### src/rtl/led_status_pkg.sv
// Shared definitions for the LED status controller: power-state encoding,
// fixed LED positions, prescaler width for fast simulation, and the
// battery bar-graph scaling helper.
package led_status_pkg;

  // Power / display state of the controller.
  typedef enum logic [1:0] {
    STBY  = 2'd0,
    RUN   = 2'd1,
    FAULT = 2'd2
  } state_t;

  // LED[0] shows power/battery; the bar-graph starts right above it.
  localparam int PWR_IDX = 0;
  localparam int BAR_LO  = 1;

  // Prescaler width used when the fullchip simulation shortcut is enabled.
  localparam int FAST_DIV = 4;

  // Number of bar segments to light for a battery reading:
  // (batt * (bar_n + 1)) >> batt_w. A full-scale reading lands just below
  // bar_n + 1, so it lights exactly bar_n segments. The product is kept in
  // 64 bits, which covers battery readings up to 32 bits wide.
  function automatic logic [31:0] bar_level(input logic [31:0] batt,
                                            input int          bar_n,
                                            input int          batt_w);
    logic [63:0] prod;
    prod = 64'(batt) * 64'(bar_n + 1);
    return 32'(prod >> batt_w);
  endfunction

endpackage

### src/rtl/led_status_ctrl_blink_gen.sv
// Blink prescaler for the LED status controller: a free-running up-counter
// whose top bit gives the slow blink and whose bit two below it gives the
// fast blink (four times the slow rate). With FAST_SIM set, the counter
// shrinks to FAST_DIV bits so blinking is visible in fullchip simulation.
module blink_gen
  import led_status_pkg::*;
#(
  parameter int BLINK_DIV = 24,
  parameter int FAST_SIM  = 0
) (
  input  logic clk,
  input  logic rst_n,
  output logic slow,
  output logic fast
);

  localparam int DIV_EFF = (FAST_SIM != 0) ? FAST_DIV : BLINK_DIV;

  logic [DIV_EFF-1:0] r_cnt;

  // Free-running prescaler; wraps naturally at 2**DIV_EFF.
  always_ff @(posedge clk) begin
    if (!rst_n) begin
      r_cnt <= '0;
    end else begin
      r_cnt <= r_cnt + DIV_EFF'(1);
    end
  end

  assign slow = r_cnt[DIV_EFF-1];
  assign fast = r_cnt[DIV_EFF-3];

endmodule

### src/rtl/led_status_ctrl.sv
// LED status controller for the Segway top level (DE0 LED bank).
//   LED[0]          power / battery indicator
//   LED[NUM_LED-2:1] battery bar-graph
//   LED[NUM_LED-1]  over-speed fault indicator
// A three-state power FSM (STBY/RUN/FAULT) chooses the display, an
// over-speed event latches a sticky fault until explicitly cleared, and
// every LED output comes straight from a register.
// Optional build macro LED_LAMP_TEST_EN adds a lamp_test input that forces
// all LEDs on while it is held; FSM, sticky fault and prescaler keep running.
module led_status_ctrl
  import led_status_pkg::*;
#(
  parameter int NUM_LED   = 8,
  parameter int BATT_W    = 12,
  parameter int BLINK_DIV = 24,
  parameter int FAST_SIM  = 0
) (
  input  logic              clk,
  input  logic              rst_n,
  input  logic              pwr_up,
  input  logic              ovr_spd,
  input  logic              batt_low,
  input  logic [BATT_W-1:0] batt,
  input  logic              clr_faults,
`ifdef LED_LAMP_TEST_EN
  input  logic              lamp_test,
`endif
  output logic [NUM_LED-1:0] LED
);

  localparam int BAR_N     = NUM_LED - 2;
  localparam int FAULT_IDX = NUM_LED - 1;

  state_t             r_state;
  state_t             w_state_next;
  logic               r_fault_sticky;
  logic [NUM_LED-1:0] r_led;
  logic [NUM_LED-1:0] w_led_next;
  logic               w_slow;
  logic               w_fast;
  logic [31:0]        w_level;
  logic [BAR_N-1:0]   w_bar;

  // Blink timebase.
  blink_gen #(
    .BLINK_DIV (BLINK_DIV),
    .FAST_SIM  (FAST_SIM)
  ) u_blink (
    .clk   (clk),
    .rst_n (rst_n),
    .slow  (w_slow),
    .fast  (w_fast)
  );

  // Battery bar-graph: segment i is lit when the scaled level exceeds i,
  // giving a thermometer code that fills from LED[BAR_LO] upwards.
  assign w_level = bar_level(32'(batt), BAR_N, BATT_W);

  for (genvar gi = 0; gi < BAR_N; gi++) begin : g_bar
    localparam logic [31:0] SEG_IDX = gi;
    assign w_bar[gi] = (w_level > SEG_IDX);
  end

  // Power state and sticky over-speed fault; a new over-speed event beats a
  // simultaneous clear, and the fault survives a trip through STBY.
  always_ff @(posedge clk) begin
    if (!rst_n) begin
      r_state        <= STBY;
      r_fault_sticky <= 1'b0;
    end else begin
      r_state <= w_state_next;
      if (ovr_spd) begin
        r_fault_sticky <= 1'b1;
      end else if (clr_faults) begin
        r_fault_sticky <= 1'b0;
      end
    end
  end

  // Next state and next LED pattern from the current state and inputs;
  // losing power always wins over fault handling.
  always_comb begin
    w_state_next = r_state;
    w_led_next   = '0;
    case (r_state)
      STBY: begin
        if (pwr_up) begin
          w_state_next = RUN;
        end
        w_led_next[PWR_IDX] = w_slow;
      end
      RUN: begin
        if (!pwr_up) begin
          w_state_next = STBY;
        end else if (r_fault_sticky) begin
          w_state_next = FAULT;
        end
        w_led_next[PWR_IDX]              = batt_low ? w_slow : 1'b1;
        w_led_next[FAULT_IDX-1:BAR_LO]   = w_bar;
      end
      FAULT: begin
        if (!pwr_up) begin
          w_state_next = STBY;
        end else if (!r_fault_sticky) begin
          w_state_next = RUN;
        end
        w_led_next[PWR_IDX]              = batt_low ? w_slow : 1'b1;
        w_led_next[FAULT_IDX-1:BAR_LO]   = w_bar;
        w_led_next[FAULT_IDX]            = w_fast;
      end
      default: begin
        w_state_next = STBY;
      end
    endcase
`ifdef LED_LAMP_TEST_EN
    // Lamp test overrides only the display, never the state machine.
    if (lamp_test) begin
      w_led_next = '1;
    end
`endif
  end

  // Output register so the LED bank is driven glitch-free.
  always_ff @(posedge clk) begin
    if (!rst_n) begin
      r_led <= '0;
    end else begin
      r_led <= w_led_next;
    end
  end

  assign LED = r_led;

endmodule

### config.mk
export PLATFORM = sky130hd
export DESIGN_NAME = led_status_ctrl
export DESIGN_NICKNAME = d
export VERILOG_FILES = /design/src/rtl/led_status_pkg.sv /design/src/rtl/led_status_ctrl_blink_gen.sv /design/src/rtl/led_status_ctrl.sv
export SDC_FILE = /design/constraint.sdc
export NUM_CORES = 1
export LEC_CHECK = 0
export ABC_CLOCK_PERIOD_IN_PS = 3000
export CORE_MARGIN = 8
export CORE_UTILIZATION = 30
export DETAILED_ROUTE_END_ITERATION = 6
export DONT_BUFFER_PORTS = 1
export GPL_ROUTABILITY_DRIVEN = 0
export PLACE_DENSITY = 0.56
export SLEW_MARGIN = 25
export SYNTH_ARGS = -nofsm -noshare
export SYNTH_HDL_FRONTEND = slang
export SYNTH_SLANG_ARGS = --single-unit
### constraint.sdc
create_clock -name clk -period 3 [get_ports clk]
set_input_delay 0.6 -clock clk [delete_from_list [all_inputs] [get_ports clk]]
set_output_delay 0.6 -clock clk [all_outputs]
set_load 0.02 [all_outputs]
# Yosys cells after proc, flatten, opt, wreduce, memory -nomap -nowiden

Index checks and enable logic that the tools add are counted.

Bits in registers: 35
Output and inout port bits: 8
Logic and storage cells: 35

$add $sub $neg: 1
$mul: 1
$lt $le $gt $ge: 6
Equal/unequal tests: 5
Muxes and demuxes: 10
Reduce and logical (&&, ||, !) cells: 6

Operator list:

| cell                                                | number |
|---|---|
| adder 24 x 1 -> 24 bit (second input constant)      | 1 |
| multiplier 12 x 3 -> 15 bit (second input constant) | 1 |
| 2-to-1 mux 2 bit                                    | 5 |
| > comparator 3 x 1 -> 1 bit (second input constant) | 2 |
| > comparator 3 x 2 -> 1 bit (second input constant) | 2 |
| > comparator 3 bit (second input constant)          | 2 |
| != test 3 bit (second input constant)               | 2 |
| one-hot mux 2 bit (3 select lines)                  | 1 |
| AND reduction 2 bit                                 | 2 |
| 2-to-1 mux 1 bit                                    | 3 |
| AND reduction 3 bit                                 | 1 |
| == test 2 x 1 -> 1 bit (second input constant)      | 1 |
| == test 2 bit (second input constant)               | 1 |
| logical NOT 2 bit                                   | 1 |
| != test 2 bit (second input constant)               | 1 |
| one-hot mux 1 bit (2 select lines)                  | 1 |
| nonzero test 2 bit                                  | 1 |
| OR reduction 2 bit                                  | 1 |

# Longest topological paths before layout

Depth after elaboration: 3
Gate-level depth with buffers: 8
Gate-level depth less buffers: 8

# By module

Synthesis repeated with hierarchy kept, for this count alone.

Cell total of the unflattened synthesis: 212
Area total of the unflattened synthesis: 2048.2 um2

Modules (own cells, without submodules):

| module          | times used | cells each | area each (um2) |
|---|---|---|---|
| blink_gen       | 1          | 120        | 1064.8 |
| led_status_ctrl | 1          | 92         | 983.4 |

# Least setup slack after synthesis

No wires, ideal clock.

Path kind: in2reg
Start: in batt[1]
End: reg r_led[3] (netlist: LED[3])
Library setup time: 0.121 ns
Arrival time: 2.435 ns
Required time: 2.879 ns
Slack: 0.444 ns
Cell stages on the path: 8
Path buffers: 0
Cells stage by stage: fa_1 -> ha_1 -> a31o_2 -> a21oi_1 -> o21ai_2 -> or3_1 -> a31oi_1 -> nand3_1

Cells in the longest elaborated chain, start to end: 2

RTL lines:

| what                        | line                   | source |
|---|---|---|
| start: declaration          | led_status_ctrl.sv:23  | `input logic [BATT_W-1:0] batt,` |
| multiplier 12 x 3 -> 15 bit | led_status_pkg.sv:28   | `prod = 64'(batt) * 64'(bar_n + 1);` |
| > comparator 3 x 2 -> 1 bit | led_status_ctrl.sv:61  | `assign w_bar[gi] = (w_level > SEG_IDX);` |
| end signal: assignment      | led_status_ctrl.sv:128 | `r_led <= w_led_next;` |
| end: declaration            | led_status_ctrl.sv:37  | `logic [NUM_LED-1:0] r_led;` |

No other way between the ends.
A chain may end at the register's enable or synchronous reset.

# Final worst setup path

Same ends and word-level chain as after synthesis.

==> metrics.md <==
| Metric | Value |
|---|---|
| Starting density of the core | `30.58%` |
| Vias | `1398` |
| First-pass GRT wire length | `6058 um` |
| Post-synth net total | `255` |
| GRT overflow | `0` |
| Avg Cell Area, Syn | `9.877 um2` |
| Final setup viols | `0` |
| Seq/Total Area, Yosys | `34.10%` |
| Largest net degree at the start of global routing | `32` |
| Post-CTS setup buffer count | `0` |
| DRT iter0 DRCs | `52` |
| Top cells by area, synth | `dfxtp_1, ha_1, fa_1` |
| Synth top cells by count | `dfxtp_1, ha_1, and2_1, nand2_1, xnor2_1` |
| Peak Freq | `0.4169 GHz` |
| Fill cells | `687` |
| # hold bufs at CTS | `0` |
| Cts bufs inserted | `5` |
| Leak | `0.8696 nW` |
| Setup CP Type | `input port to flop` |
| Most common cell in the netlist | `dfxtp_1` |
| CP Data Required Time | `3.17 ns` |
| Largest family of logic cells by synthesized area | `simple AND/OR/NAND/NOR gates` |
| Placed insts | `285` |
| Core area | `0.006719 mm2` |
| CTS tree | `done` |
| Crit. End Element | `flop` |
| Synth Area in XOR/XNOR | `7.247%` |
| GRT Total Usage | `7.704%` |
| Cell variety after synth | `39` |
| Synth Area in Compound Gates | `11.02%` |
| Synthesis-to-layout area growth | `8.282%` |
| Post-Synth Adder-Cell Area | `21.68%` |
| Die area | `0.009753 mm2` |
| Number of port buffers | `0` |
| CTS clock-pin slew for the worst setup and hold paths | `0.07 ns` |
| CTS Sinks | `35` |
| Critical path origin | `batt[1]` |
| Crit-path cells | `fa_1, ha_1, a31o_2, a21oi_1, o21ai_2, or3_1, a31oi_1, nand3_1` |
| Rows | `30` |
| Post-CTS resize count | `0` |
| Layout cell share with drive strength beyond 1 | `7.512%` |
| Vias per inst | `4.771` |
| Cells after Synth | `208` |
| Clk buf depth | `2` |
| Flip-flop and latch count after synthesis | `35` |
| Final Max Slew Viols | `0` |
| Worst path slowest cell | `fa_1` |
| Vias in the first global route | `1340` |
| Final net count | `259` |
| Mapped cell area | `0.002054 mm2` |
| Synth warn | `0` |
| Slew margin rel. | `75.03%` |
| Placement Setup Slack | `0.2910 ns` |
| Worst Path Buf+Inv | `0` |
| Min-delay src | `rst_n` |
| Async set-reset flop share out of synthesis | `0%` |
| Crit path launch type | `input port` |
| Routed Antenna Nets | `0` |
| Root buf cell | `clkbuf_8` |
| Latest clock arrival within the worst-skew pair | `0.28 ns` |
| Initial antenna violation count | `0` |
| Min Hold Slack | `0.4362 ns` |
| Post-synth top area share | `34.10%` |
| Worst min path class | `input port to flop` |
| Status | `complete, no violations` |
| I/O pin count | `26` |
| Final setup margin | `0.6013 ns` |
| Final Hold Fails | `0` |
| Die height | `98.76 um` |
| Minimum clock period | `2.399 ns` |
| 1st-pass router iterations | `4` |
| Clk_skew | `0.007000 ns` |
| Number of synthesized flops with an enable pin | `0` |
| Drt total wl | `3512 um` |
| Critical Path Max Stage Delay | `0.46 ns` |
| H-tree Lvls | `2` |
| Post-DP HPWL | `2705 um` |
| Pwr dens | `449.8 mW/mm2` |
| Largest area contributor in the netlist | `dfxtp_1` |
| Worst-path fanout max | `4` |
| Worst Path Arrival | `2.57 ns` |
| Post-synthesis mux area share | `0.9744%` |
| Tcrit/Tclk final | `79.96%` |
| Max-cap check violation count | `0` |
| Routed len/inst | `11.99 um` |
| RSZ-0062 raised after global routing | `false` |
| Finished Layout Cells | `293` |
| Die Width | `98.76 um` |
| ANT cells | `0` |
| R2r startpoint | `u_blink.r_cnt[0]` |
| Top_reg_cell synth | `dfxtp_1` |
| Family with the most delay on the worst path | `adder cells` |
| Worst VDD drop | `0.0001466 V` |
| DRC Markers | `0` |
| Simple-gate portion of the synthesized area | `23.14%` |
| Worst Max-Slew Pin Slew | `0.3721 ns` |
| Post-Route Setup TNS | `0 ns` |
[registers in the layout, indices dropped and copies added, names as in the netlist]
name / cells
r_fault_sticky: 1
r_state: 2
LED: 8
u_blink.r_cnt: 24
[per-layer routing]
layer / vias up / share of wire, % / global-route usage, %
li1: 727 / - / -
met3: 4 / 7.2 / 3.735
met1: 647 / 44 / 8.156
met5: - / 0 / 0
met4: 0 / 1.6 / 3.542
met2: 20 / 48 / 12.63
[cells by family after synthesis]
logic type	count (synthesis)
xor+xnor	17
fa+ha+maj	29
flops	35
buf+inv	10
simple gates	79
mux	2
compound gates	36
[worst register-to-register path: cells and delay by family, from the launching register on]
kind,cells,cell delay [ns]
adder cells (fa/ha/maj),1,0.20
flip-flops,1,0.37
XOR/XNOR,1,0.14
AND/OR/NAND/NOR,5,1.07
[power by group]
group	leakage (nW)	internal [mW]	switching, mW	total [mW]
logic	0.544	0.0795	0.0894	0.169
registers	0.284	0.483	0.0254	0.508
clock network	0.0422	0.163	0.161	0.323
[cells in the final DEF (no fill, tap or decap), drive strengths merged]
cell type,count
a21boi,6
a21o,1
a21oi,10
a2bb2oi,1
a31o,2
a31oi,2
and2,17
and3,7
and3b,1
and4,2
clkbuf,7
clkinv,1
dfxtp,35
fa,11
ha,18
inv,7
mux2i,2
nand2,14
nand2b,2
nand3,8
nand4,6
nand4b,3
nor2,7
nor2b,5
o211ai,1
o21a,1
o21ai,11
o31ai,1
or3,6
or3b,1
xnor2,14
xor2,3
[area by class of cell]
class	instances	area [um2]	share of cell area, %
clock buffer	7	76.32	3.431
sequential	35	700.7	31.50
tap	80	100.1	4.499
inverter	7	26.28	1.181
clock inverter	1	5.005	0.2250
multi-input combinational	163	1316	59.17
[metrics by stage]
step,instance area [um2],power [mW],util [%]
6_report,2225,1.001,33.11
5_1_grt,2225,1.064,33.11
4_1_cts,2225,1.016,33.11
3_5_place_dp,2143,0.6912,31.90
3_3_place_gp,2143,0.6916,31.90
2_1_floorplan,2054,0.6566,-
[worst paths after layout]
check                           slack, ns  depth (start not counted)                 to
worst max-delay path                 0.60                          8             LED[3]
worst min-delay path                 0.44                          1   u_blink.r_cnt[4]
worst max register to register       1.14                          7  u_blink.r_cnt[22]
worst min register to register       0.47                          1   u_blink.r_cnt[0]
(Power assumes the default switching activity.)
